### src/rtl/fetch_if.sv
// Handshake and bus signals between the fetch stage, its controller and the instruction memory.
// The slave side is the fetch unit and the master side is the surrounding pipeline.
interface fetch_if;
    logic        start;
    logic        stall;
    logic        branch_taken;
    logic [7:0]  branch_target;
    logic        jump;
    logic [7:0]  jump_target;
    logic [15:0] imem_instr;
    logic [7:0]  imem_addr;
    logic [15:0] ir;
    logic [7:0]  ir_pc;
    logic        ir_valid;
    logic        halted;
    logic        misalign;
    logic [15:0] fetch_count;

    modport slave (
        input  start, stall, branch_taken, branch_target, jump, jump_target, imem_instr,
        output imem_addr, ir, ir_pc, ir_valid, halted, misalign, fetch_count
    );

    modport master (
        output start, stall, branch_taken, branch_target, jump, jump_target, imem_instr,
        input  imem_addr, ir, ir_pc, ir_valid, halted, misalign, fetch_count
    );
endinterface

### src/rtl/fetch_unit.sv
// Instruction-fetch stage: owns the PC, latches memory words into the IR, and handles
// stall, jump/branch redirect with flush, HALT detection and a saturating fetch counter.
module fetch_unit #(
    parameter logic [7:0]  RESET_PC    = 8'h00,
    parameter logic [3:0]  HALT_OPCODE = 4'hF,
    parameter logic [15:0] NOP_WORD    = 16'h0000
) (
    input  logic   clk,
    input  logic   rst_n,
    fetch_if.slave bus
);

    typedef enum logic [1:0] {IDLE, RUN, HALT} state_t;

    state_t      state_q, state_d;
    logic [7:0]  pc_q, pc_d;
    logic [15:0] ir_q, ir_d;
    logic [7:0]  irPc_q, irPc_d;
    logic        irValid_q, irValid_d;
    logic        halted_q, halted_d;
    logic        misalign_q, misalign_d;
    logic [15:0] fetchCount_q, fetchCount_d;

    logic        redirect;
    logic [7:0]  redirectTarget;
    logic [15:0] countInc;

    // Jump outranks branch when both request a redirect in the same cycle.
    assign redirect       = bus.jump | bus.branch_taken;
    assign redirectTarget = bus.jump ? bus.jump_target : bus.branch_target;
    assign countInc       = (fetchCount_q == 16'hFFFF) ? fetchCount_q : fetchCount_q + 16'd1;

    always_comb begin
        state_d      = state_q;
        pc_d         = pc_q;
        ir_d         = ir_q;
        irPc_d       = irPc_q;
        irValid_d    = irValid_q;
        misalign_d   = misalign_q;
        fetchCount_d = fetchCount_q;

        case (state_q)
            IDLE: begin
                irValid_d = 1'b0;
                if (bus.start) begin
                    state_d = RUN;
                end
            end
            RUN: begin
                if (redirect) begin
                    pc_d       = {redirectTarget[7:1], 1'b0};
                    misalign_d = redirectTarget[0];
                    ir_d       = NOP_WORD;
                    irValid_d  = 1'b0;
                end else if (!bus.stall) begin
                    ir_d         = bus.imem_instr;
                    irPc_d       = pc_q;
                    irValid_d    = 1'b1;
                    fetchCount_d = countInc;
                    // The PC stays on the HALT word so a resume continues right after it.
                    if (bus.imem_instr[15:12] == HALT_OPCODE) begin
                        state_d = HALT;
                    end else begin
                        pc_d = pc_q + 8'd2;
                    end
                end
            end
            HALT: begin
                irValid_d = 1'b0;
                if (bus.start) begin
                    pc_d    = pc_q + 8'd2;
                    state_d = RUN;
                end
            end
            default: begin
                state_d = IDLE;
            end
        endcase

        halted_d = (state_d == HALT);
    end

    always_ff @(posedge clk or negedge rst_n) begin
        if (!rst_n) begin
            state_q      <= IDLE;
            pc_q         <= RESET_PC;
            ir_q         <= NOP_WORD;
            irPc_q       <= 8'h00;
            irValid_q    <= 1'b0;
            halted_q     <= 1'b0;
            misalign_q   <= 1'b0;
            fetchCount_q <= 16'h0000;
        end else begin
            state_q      <= state_d;
            pc_q         <= pc_d;
            ir_q         <= ir_d;
            irPc_q       <= irPc_d;
            irValid_q    <= irValid_d;
            halted_q     <= halted_d;
            misalign_q   <= misalign_d;
            fetchCount_q <= fetchCount_d;
        end
    end

    assign bus.imem_addr   = pc_q;
    assign bus.ir          = ir_q;
    assign bus.ir_pc       = irPc_q;
    assign bus.ir_valid    = irValid_q;
    assign bus.halted      = halted_q;
    assign bus.misalign    = misalign_q;
    assign bus.fetch_count = fetchCount_q;

endmodule
### src/flat_wrapper.sv
// flat-port wrapper written by rule: the top's interface ports become plain ports
module fetch_unit_flat 
#(
    parameter logic [7:0]  RESET_PC    = 8'h00,
    parameter logic [3:0]  HALT_OPCODE = 4'hF,
    parameter logic [15:0] NOP_WORD    = 16'h0000
)
  (clk, rst_n, bus_start, bus_stall, bus_branch_taken, bus_branch_target, bus_jump, bus_jump_target, bus_imem_instr, bus_imem_addr, bus_ir, bus_ir_pc, bus_ir_valid, bus_halted, bus_misalign, bus_fetch_count);
  fetch_if bus_i ();
  input  logic clk;
  input  logic rst_n;
  input wire logic [$bits(bus_i.start)-1:0] bus_start;
  input wire logic [$bits(bus_i.stall)-1:0] bus_stall;
  input wire logic [$bits(bus_i.branch_taken)-1:0] bus_branch_taken;
  input wire logic [$bits(bus_i.branch_target)-1:0] bus_branch_target;
  input wire logic [$bits(bus_i.jump)-1:0] bus_jump;
  input wire logic [$bits(bus_i.jump_target)-1:0] bus_jump_target;
  input wire logic [$bits(bus_i.imem_instr)-1:0] bus_imem_instr;
  output wire logic [$bits(bus_i.imem_addr)-1:0] bus_imem_addr;
  output wire logic [$bits(bus_i.ir)-1:0] bus_ir;
  output wire logic [$bits(bus_i.ir_pc)-1:0] bus_ir_pc;
  output wire logic [$bits(bus_i.ir_valid)-1:0] bus_ir_valid;
  output wire logic [$bits(bus_i.halted)-1:0] bus_halted;
  output wire logic [$bits(bus_i.misalign)-1:0] bus_misalign;
  output wire logic [$bits(bus_i.fetch_count)-1:0] bus_fetch_count;
  assign bus_i.start = bus_start;
  assign bus_i.stall = bus_stall;
  assign bus_i.branch_taken = bus_branch_taken;
  assign bus_i.branch_target = bus_branch_target;
  assign bus_i.jump = bus_jump;
  assign bus_i.jump_target = bus_jump_target;
  assign bus_i.imem_instr = bus_imem_instr;
  assign bus_imem_addr = bus_i.imem_addr;
  assign bus_ir = bus_i.ir;
  assign bus_ir_pc = bus_i.ir_pc;
  assign bus_ir_valid = bus_i.ir_valid;
  assign bus_halted = bus_i.halted;
  assign bus_misalign = bus_i.misalign;
  assign bus_fetch_count = bus_i.fetch_count;
  fetch_unit #(.RESET_PC(RESET_PC), .HALT_OPCODE(HALT_OPCODE), .NOP_WORD(NOP_WORD)) u_core (.clk(clk), .rst_n(rst_n), .bus(bus_i));
endmodule
### config.mk
export PLATFORM = sky130hd
export DESIGN_NAME = fetch_unit_flat
export DESIGN_NICKNAME = d
export VERILOG_FILES = /design/src/rtl/fetch_if.sv /design/src/rtl/fetch_unit.sv /design/src/flat_wrapper.sv
export SDC_FILE = /design/constraint.sdc
export NUM_CORES = 1
export LEC_CHECK = 0
export ABC_AREA = 1
export CAP_MARGIN = 5
export CORE_MARGIN = 3
export CORE_UTILIZATION = 25
export CTS_CLUSTER_SIZE = 40
export DETAILED_ROUTE_END_ITERATION = 7
export DONT_BUFFER_PORTS = 1
export SETUP_SLACK_MARGIN = 0.2
export SYNTH_ARGS = -nofsm -noshare
export SYNTH_HDL_FRONTEND = slang
export SYNTH_SLANG_ARGS = --single-unit
export TNS_END_PERCENT = 10
### constraint.sdc
create_clock -name clk -period 3.2 [get_ports clk]
set_input_delay 0.48 -clock clk [delete_from_list [all_inputs] [get_ports clk]]
set_output_delay 0.48 -clock clk [all_outputs]
set_load 0.01 [all_outputs]
==> reports/results.txt, run 1 <==
initial antenna violation count = 0
Slew HR = 53.1%
Syn Inst Count = 337
CP Launch Type = register
die area = 12400 um2
VDD IR max = 0.182 mV
largest net degree at the start of global routing = 52
design area = 3000 um2
Buf+Inv Stages, Crit Path = 2
First-pass DRT Iterations = 5
unrepaired setup endpoints after global routing = no
clock buffer depth = 2
simple-gate share of the synthesized area = 27.6%
port buffer count = 0
total number of vias = 2255
wire per inst = 14.8 um
Critical Path AT = 2.59 ns
Logic pwr share = 24.7%
mean post-synth cell area = 8.23 um2
CTS tree = yes
drt via density = 4.80
share of cells above drive strength 1 = 6.59%
Synth Warn # = 0
Setup crit end kind = register
Final period util = 73.3%
internal power = 1.20 mW
Tmin final = 2.35 ns
mux share of post-synthesis cell area = 0.361%
data required time at the worst endpoint = 3.44 ns
PwrDens = 664 nW/um2
static leakage = 1.40 nW
Core Area = 10600 um2
net switching share of the total power = 39.6%
Clock Latency Late Sink = 0.30 ns
drt total wl = 6960 um
Worst Skew = 0.0110 ns
GRT Util Overall = 11.4%
CP Cell Sequence = inv_1 -> ha_1 -> nand2_4 -> nor2_8 -> inv_2 -> nor2_2 -> nand2_1 -> nand2_1
cts repair resizes = 0
sequential area share after synthesis = 46.0%
initial DRC count = 166
initial core utilization = 26.3%
CTS Hold Bufs = 1
chip height = 111 um
critical setup path kind = reg2reg
IO Pins = 89
die width = 111 um
Final TNS setup = 0 ns
GRT overflow = 0
P&R area growth vs syn = 8.08%
nets = 378
final setup fails = 0
clk sinks = 51
cell area after synthesis = 2770 um2
Post-CTS Setup Inserts = 0
clock slew at reported path FFs = 0.10 ns
outcome = finished, final reports clean
first-pass GRT wire length = 11600 um
Tightest Pin Transition = 0.701 ns
fmax = 426 MHz
Max FO, Critical Path = 23
worst hold margin = 0.0250 ns
total of max-cap violations = 0
CP peak stage delay = 0.49 ns
Post-Place Cell Area = 2860 um2
dpl hpwl = 5260 um
Hold Vio Cnt, Final = 0
most frequent CP cell = nand2_1
n_diodes = 0
Synth Area in Compound Gates = 12.5%
total CTS buffers = 5
Psw = 788 uW
hold crit path type = in2async
Slew Viols, Final = 0
CP max stage cell = nor2_2
Synth Area in Adders = 2.71%
Std-Cell Rows = 37
xor/xnor share of the synthesized area = 2.84%
Clock power frac = 22.3%
Routed Antenna Nets = 0
htree depth = 2
number of global-route vias before repair = 2137
Residual DRC = 0
Synth Register Bits = 51
family with the most delay on the worst path = simple AND/OR/NAND/NOR gates
root buffer cell = clkbuf_8
routability cong. = 0.771
largest family of logic cells by synthesized area = simple AND/OR/NAND/NOR gates
sequential share of power = 52.9%
unique cell type count in the Yosys netlist = 34
[synth_stat cells]
library cell    n  area (um2)
a31oi_1         1        6.26
nand2_1       107         402
nor2_1         26        97.6
ha_1            6        75.1
nand4_1         9        56.3
dfrtp_1        51        1280
buf_4           3        22.5
mux2i_1         1        10.0
buf_2           4        20.0
xnor2_1         4        35.0
o21bai_1        1        7.51
o21ai_4         1        16.3
nand3_1        21         105
buf_1           1        3.75
buf_6           3        33.8
nor2_4          2        22.5
nor2_2          2        12.5
nand2_2         1        6.26
inv_1          32         120
conb_1          1        3.75
a21boi_0        1        7.51
xor2_1          5        43.8
a32o_1         16         160
inv_2           2        7.51
clkbuf_1        1        3.75
nor2_8          1        20.0
a21oi_1         3        15.0
o21ai_1         3        15.0
nand2_4         2        22.5
nand3_2         2        20.0
inv_4           1        6.26
o22ai_1         1        6.26
o21ai_0        21         105
o21a_1          1        7.51
[placed cells by master (no fill, tap or decap), types with 2 or more instances in the layout]
master      n
ha_1        6
clkbuf_8    5
nor2_4      2
nand4_1     9
o21ai_0    21
xor2_1      5
dfrtp_1    51
nor2_2      2
nor2_1     26
nand3_2     2
xnor2_1     4
conb_1      2
nand2_1   107
o21ai_1     3
nand2_4     2
nand3_1    21
a32o_1     16
inv_2       2
inv_1      32
a21oi_1     3
[per-layer routing]
metal / GRT usage (%) / routed length [um]
met2: 18.3 / 3230
met3: 5.35 / 690
met1: 14.0 / 2970
met5: 0 / 0
met4: 2.92 / 68
[state kept, by name, indices dropped and copies added, names as in the netlist]
register and count:
u_core.bus.ir_valid 1, u_core.bus.ir_pc 7, u_core.bus.imem_addr 7, u_core.bus.misalign 1
u_core.bus.ir 16, u_core.bus.fetch_count 16, u_core.bus.halted 1, u_core.state_q 2
[logic make-up (layout without fill, tap and decap cells)]
logic type | after synthesis | after routing
AO/OA/AOI/OAI | 49 | 49
XOR/XNOR | 9 | 9
adder cells (fa/ha/maj) | 6 | 6
buffers and inverters | 47 | 43
flip-flops | 51 | 51
multiplexers | 1 | 1
other | 1 | 2
AND/OR/NAND/NOR | 173 | 173
[stage by stage]
stage	util (%)	power, mW	cells	setup slack, ns
floorplan	-	1.41	338	1.68
global placement	27.1	1.53	462	1.02
detailed placement	27.1	1.55	462	0.835
CTS	28.4	2.02	470	0.799
global route	28.4	2.15	470	0.575
finish	28.4	1.99	470	0.854
[power groups by stage]
| stage | combinational (mW) | sequential [mW] | clock, mW |
|---|---|---|---|
| floorplan | 0.411 | 0.998 | 0 |
| global placement | 0.461 | 1.07 | 0 |
| detailed placement | 0.478 | 1.07 | 0 |
| CTS | 0.497 | 1.06 | 0.464 |
| global route | 0.578 | 1.08 | 0.488 |
| finish | 0.492 | 1.05 | 0.444 |
[cell type report]
cell class,count,area (um2)
tap,136,170
inverter,35,134
timing repair buffer,1,27.5
fill,1133,7560
clock buffer,5,68.8
multi-input combinational,240,1280
sequential,51,1280
clock inverter,2,37.5
[final timing paths]
kind                            slack, ns                               endpoint  depth (start not counted)                            start
worst min-delay path                 0.03           u_core.bus.ir[1]$_DFFE_PN0P_                          1                            rst_n
worst min register to register       0.58        u_core.bus.misalign$_DFFE_PN0P_                          2  u_core.bus.misalign$_DFFE_PN0P_
worst max-delay path                 0.85  u_core.bus.fetch_count[4]$_DFFE_PN0P_                          8      u_core.state_q[1]$_DFF_PN0_
max in group asynchronous            2.95        u_core.bus.ir_pc[3]$_DFFE_PN0P_                          1                            rst_n
min in group clk                     0.30           u_core.bus.ir[4]$_DFFE_PN0P_                          1                bus_imem_instr[4]
worst max register to register       0.85  u_core.bus.fetch_count[4]$_DFFE_PN0P_                          8      u_core.state_q[1]$_DFF_PN0_
[worst reg2reg max path: stages (launching register included)]
cell	delay, ns
dfrtp_1	0.43
inv_1	0.10
ha_1	0.32
nand2_4	0.21
nor2_8	0.36
inv_2	0.19
nor2_2	0.49
nand2_1	0.12
nand2_1	0.08
No activity file was read; power rests on OpenSTA's default activity.
==> run 2: changes to the inputs <==
--- a/config.mk
+++ b/config.mk
@@ -5,7 +5,7 @@
 export SDC_FILE = /design/constraint.sdc
 export NUM_CORES = 1
 export LEC_CHECK = 0
-export ABC_AREA = 1
+export ABC_AREA = 0
 export CAP_MARGIN = 5
 export CORE_MARGIN = 3
 export CORE_UTILIZATION = 25
==> constraint.sdc (replaced) <==
create_clock -name clk -period 2.3 [get_ports clk]
set_input_delay 0.345 -clock clk [delete_from_list [all_inputs] [get_ports clk]]
set_output_delay 0.345 -clock clk [all_outputs]
set_load 0.01 [all_outputs]
==> run 2 against run 1 <==
  * Clock-buffer cell count is the same
  * Routed wire length shrank 10%
  * Hold slack gained 0.12 ns
  * Cell count shrank 19%
==> reports/results.txt, run 2 <==
cell area after synthesis = 2540 um2
Setup crit end kind = register
Power Total = 2.65 mW
CP startpoint = u_core.bus.fetch_count[0]$_DFFE_PN0P_
post-synthesis async set-or-reset flop share = 100%
post-synth top area cell = dfrtp_1
Final period util = 83.8%
initial core utilization = 25.9%
Synth Warn # = 0
fin util = 28.7%
commonest non-fill, non-tap cell in the layout = dfrtp_1
n_diodes = 0
total CTS buffers = 5
clock slew at reported path FFs = 0.09 ns
dominant cells by area after synthesis = dfrtp_1, a22o_1, nand2_1, xor2_1, ha_1
Routed Antenna Nets = 0
Logic pwr share = 24.8%
total of max-cap violations = 0
Synth Register Bits = 51
sequential share of power = 55.8%
Core Area = 9820 um2
die area = 11400 um2
unique cell type count in the Yosys netlist = 50
largest net degree at the start of global routing = 52
Max FO, Critical Path = 5
first-pass GRT wire length = 10000 um
Final TNS setup = 0 ns
static leakage = 1.30 nW
Clock power frac = 19.4%
Post-synth EDFFs = 0
First-pass DRT Iterations = 4
cts repair resizes = 0
fmax = 519 MHz
Tightest Pin Transition = 0.683 ns
clock buffer depth = 2
Hold Vio Cnt, Final = 0
Clock Latency Late Sink = 0.30 ns
nets = 290
Psw = 1.02 mW
IO Pins = 89
worst hold path cell count = 1
Reg2Reg Depth = 5
Worst Skew = 0.00525 ns
dpl hpwl = 4620 um
wire per inst = 16.5 um
Synth Flop Type = dfrtp_1
RR Startpoint = u_core.bus.fetch_count[0]$_DFFE_PN0P_
root buffer cell = clkbuf_8
outcome = finished, final reports clean
commonest cells in the netlist = dfrtp_1, nand2_1, a22o_1
Synth top area share = 50.2%
mean post-synth cell area = 10.5 um2
PwrDens = 940 nW/um2
data required time at the worst endpoint = 2.49 ns
hold crit path type = in2reg
VDD IR max = 0.260 mV
critical setup path kind = reg2reg
clk sinks = 51
share of cells above drive strength 1 = 11.4%
drt via density = 4.81
Residual DRC = 0
CP Launch Type = register
Std-Cell Rows = 36
Critical Path AT = 2.12 ns
Slew HR = 54.4%
Place WS = 0.378 ns
GRT overflow = 0
die width = 107 um
worst r2r dst = u_core.bus.fetch_count[10]$_DFFE_PN0P_
routability cong. = 0.755
initial antenna violation count = 0
total number of vias = 1823
htree depth = 2
most common cell in the netlist = dfrtp_1
CTS tree = yes
sequential area share after synthesis = 50.2%
final setup fails = 0
Syn Inst Count = 243
internal power = 1.63 mW
number of global-route vias before repair = 1811
most frequent cells in the layout = dfrtp_1, nand2_1, a22o_1, a21oi_1, xor2_1
chip height = 107 um
Slew Viols, Final = 0
filler instances = 1068
drt total wl = 6260 um
GRT Util Overall = 11.1%
unrepaired setup endpoints after global routing = no
CP Capture Point = u_core.bus.fetch_count[10]$_DFFE_PN0P_
Tmin final = 1.93 ns
port buffer count = 0
Worst R2R Setup Slack = 0.37 ns
final worst slack = 0.372 ns
P&R area growth vs syn = 10.8%
net switching share of the total power = 38.4%
initial DRC count = 37
==> run 2: final cells by class <==
class                      count  area (um2)  share of cell area [%]
clock inverter                 2        13.8                   0.489
sequential                    51        1280                    45.4
timing repair buffer           8        82.6                    2.93
multi-input combinational    174        1180                    42.1
inverter                       6        22.5                   0.800
tap                          133         166                    5.91
clock buffer                   5        68.8                    2.45
==> run 2: routing by layer <==
layer	GRT usage (%)	part of all wire, %	up-vias
met5	0	0	-
met4	3.29	1.0	0
met3	4.27	8.4	7
met2	17.7	48	55
met1	14.0	42	883
li1	-	-	878
==> run 2: cell families (layout without fill, tap and decap cells) <==
group | count (synthesis) | in the layout | synth area share [%]
AOI/OAI and AO/OA | 60 | 60 | 17.1
xor gates and xnor gates | 15 | 15 | 5.17
adders and majority gates | 6 | 6 | 2.96
buffers and inverters | 19 | 21 | 3.30
DFF | 51 | 51 | 50.2
muxes | 7 | 7 | 2.91
other | 1 | 2 | 0.148
and+or+nand+nor | 84 | 84 | 18.2
==> run 2: worst min path at each step <==
stage / to / startpoint
final: u_core.bus.misalign$_DFFE_PN0P_ / bus_jump
after floorplan: u_core.bus.fetch_count[0]$_DFFE_PN0P_ / rst_n
after global placement: u_core.bus.ir_pc[2]$_DFFE_PN0P_ / rst_n
after detailed placement: u_core.bus.imem_addr[4]$_DFFE_PN0P_ / rst_n
after CTS: u_core.bus.misalign$_DFFE_PN0P_ / bus_jump
after global routing: u_core.bus.misalign$_DFFE_PN0P_ / bus_jump
==> run 2: what timing repair did <==
action / CTS / global route
endpoints found under the setup margin: 0 / 0
endpoints found under the hold margin: 51 / 0
hold buffers: 2 / 0
buffers inserted: 0 / 0
==> run 2: critical path, stage by stage, from the launching register on <==
cell     delay (ns)
dfrtp_1        0.46
ha_1           0.22
nand3_2        0.14
or2_1          0.32
or4_1          0.53
xnor2_1        0.14
==> run 2: power groups by stage <==
stage                     Clock (mW)  Sequential, mW  Combinational (mW)
final                          0.513            1.48               0.656
after global routing           0.584            1.53               0.749
after CTS                      0.537            1.49               0.671
after detailed placement           0            1.51               0.641
after global placement             0            1.50               0.620
after floorplan                    0            1.41               0.526
==> run 2: metrics by stage <==
step                hold slack (ns)  instance area, um2  instances
finish                        0.145                2810        379
global route                  0.119                2810        379
CTS                           0.130                2810        379
detailed placement           0.0515                2690        370
global placement             0.0512                2690        370
floorplan                    0.0494                2540        244
==> run 3: changes to the inputs <==
==> constraint.sdc (replaced) <==
create_clock -name clk -period 1.6 [get_ports clk]
set_input_delay 0.24 -clock clk [delete_from_list [all_inputs] [get_ports clk]]
set_output_delay 0.24 -clock clk [all_outputs]
set_load 0.01 [all_outputs]
==> run 3 against run 2 <==
  * Register-to-register slack lost 0.43 ns
  * Combinational power rose to 2.6 times the previous value
  * Core utilization rose by 6.1 points
  * The flow now finishes with violations (negative hold slack, negative setup slack)
==> reports/results.txt, run 3 (synthesis results as in run 2) <==
outcome = finished with violations
failing checks = negative hold slack, negative setup slack
first-pass GRT wire length = 11400 um
nets = 335
drt total wl = 7090 um
die width = 107 um
clock slew at reported path FFs = 0.10 ns
Max FO, Critical Path = 4
CTS tree = yes
most frequent cells in the layout = dfrtp_1, buf_4, nand2_1, a22o_1, xor2_1
final worst slack = -0.0632 ns
P&R area growth vs syn = 34.5%
Routed Antenna Nets = 0
chip height = 107 um
CP Cell Sequence = ha_4 -> nand3_4 -> or2_4 -> or4_4 -> xnor2_2
final setup fails = 11
Worst R2R Setup Slack = -0.06 ns
fin util = 34.8%
placed instance count = 412
fmax = 601 MHz
GRT overflow = 0
static leakage = 1.57 nW
wire per inst = 16.7 um
Hold Vio Cnt, Final = 51
worst r2r dst = u_core.bus.fetch_count[10]$_DFFE_PN0P_
Slew Viols, Final = 0
number of global-route vias before repair = 2157
Core Area = 9820 um2
port buffer count = 0
Tmin final = 1.66 ns
htree depth = 2
root buffer cell = clkbuf_8
Reg2Reg Depth = 5
die area = 11400 um2
CP max stage cell = or4_4
RR Startpoint = u_core.bus.fetch_count[1]$_DFFE_PN0P_
data required time at the worst endpoint = 1.80 ns
initial antenna violation count = 0
Std-Cell Rows = 36
Final period util = 104%
clk sinks = 51
CP peak stage delay = 0.50 ns
Non-Filler Instances = 425
Clock Latency Late Sink = 0.30 ns
largest net degree at the start of global routing = 52
VDD IR max = 0.439 mV
critical setup path kind = reg2reg
Critical Path AT = 1.86 ns
routability cong. = 0.723
Setup crit end kind = register
filler instances = 1011
dpl hpwl = 5040 um
commonest non-fill, non-tap cell in the layout = dfrtp_1
total CTS buffers = 5
Final TNS setup = -0.261 ns
drt via density = 4.86
clock buffer depth = 2
total number of vias = 2065
share of cells above drive strength 1 = 38.4%
n_diodes = 0
total of max-cap violations = 0
PwrDens = 1330 nW/um2
worst hold margin = -0.378 ns
GRT Util Overall = 12.5%
Residual DRC = 0
CP Launch Type = register
initial DRC count = 73
hold crit path type = in2async
Worst Skew = 0.00841 ns
First-pass DRT Iterations = 4
initial core utilization = 25.9%
IO Pins = 89
unrepaired setup endpoints after global routing = yes
Place WS = -0.104 ns
[run 3: cell types whose count changed in the layout (fill, tap and decap cells not counted), sizes merged]
cell,previous run,this run
buf,7,53
clkbuf,5,8
clkinv,2,0
dlygate4sd3,1,0
[run 3: through the flow]
stage / cell area, um2 / total power [mW]
3_3_place_gp: 3030 / 3.38
6_report: 3420 / 4.53
3_5_place_dp: 3030 / 3.42
5_1_grt: 3420 / 4.84
2_1_floorplan: 2580 / 2.83
4_1_cts: 3300 / 4.43
[run 3: how the worst max path moves through the flow]
| stage | from | to | cells after the start |
|---|---|---|---|
| after CTS | u_core.state_q[1]$_DFF_PN0_ | u_core.bus.fetch_count[15]$_DFFE_PN0P_ | 7 |
| after detailed placement | u_core.state_q[1]$_DFF_PN0_ | u_core.bus.imem_addr[7]$_DFFE_PN0P_ | 7 |
| after floorplan | u_core.bus.fetch_count[0]$_DFFE_PN0P_ | u_core.bus.fetch_count[10]$_DFFE_PN0P_ | 5 |
| after global placement | u_core.state_q[1]$_DFF_PN0_ | u_core.bus.imem_addr[3]$_DFFE_PN0P_ | 7 |
| after global routing | u_core.state_q[1]$_DFF_PN0_ | u_core.bus.fetch_count[15]$_DFFE_PN0P_ | 7 |
| final | u_core.bus.fetch_count[1]$_DFFE_PN0P_ | u_core.bus.fetch_count[10]$_DFFE_PN0P_ | 5 |
[run 3: critical path, delay by kind of cell (launching register included)]
kind / cells / cell delay [ns]
DFF: 1 / 0.41
adders and majority gates: 1 / 0.17
and+or+nand+nor: 3 / 0.84
xor gates and xnor gates: 1 / 0.15
[run 3: metal layers]
metal	track usage, %	share of wire (%)	vias to the layer above
met1	15.5	42	1030
met3	4.03	6.6	4
met4	2.65	0.56	0
met2	21.3	51	63
li1	-	-	968
met5	0	0	-
[run 3: report_power, final]
group	switching (mW)	internal [mW]	leakage [nW]
registers	0.360	1.61	0.664
logic	0.884	0.838	0.857
clock network	0.443	0.397	0.0515
[run 3: repair_timing]
item | 4_1_cts | 5_1_grt
pin swaps | 10 | 25
hold endpoints to repair | 51 | 51
buffers inserted | 1 | 4
setup endpoints to repair | 43 | 49
resized for setup | 33 | 19
[run 3: final cells by class]
class	instances	area [um2]	share of cell area, %
Multi-Input combinational cell	174	1430	41.7
Sequential cell	51	1280	37.4
Tap cell	133	166	4.87
Timing Repair Buffer	53	424	12.4
Clock buffer	8	100	2.93
Inverter	6	22.5	0.659
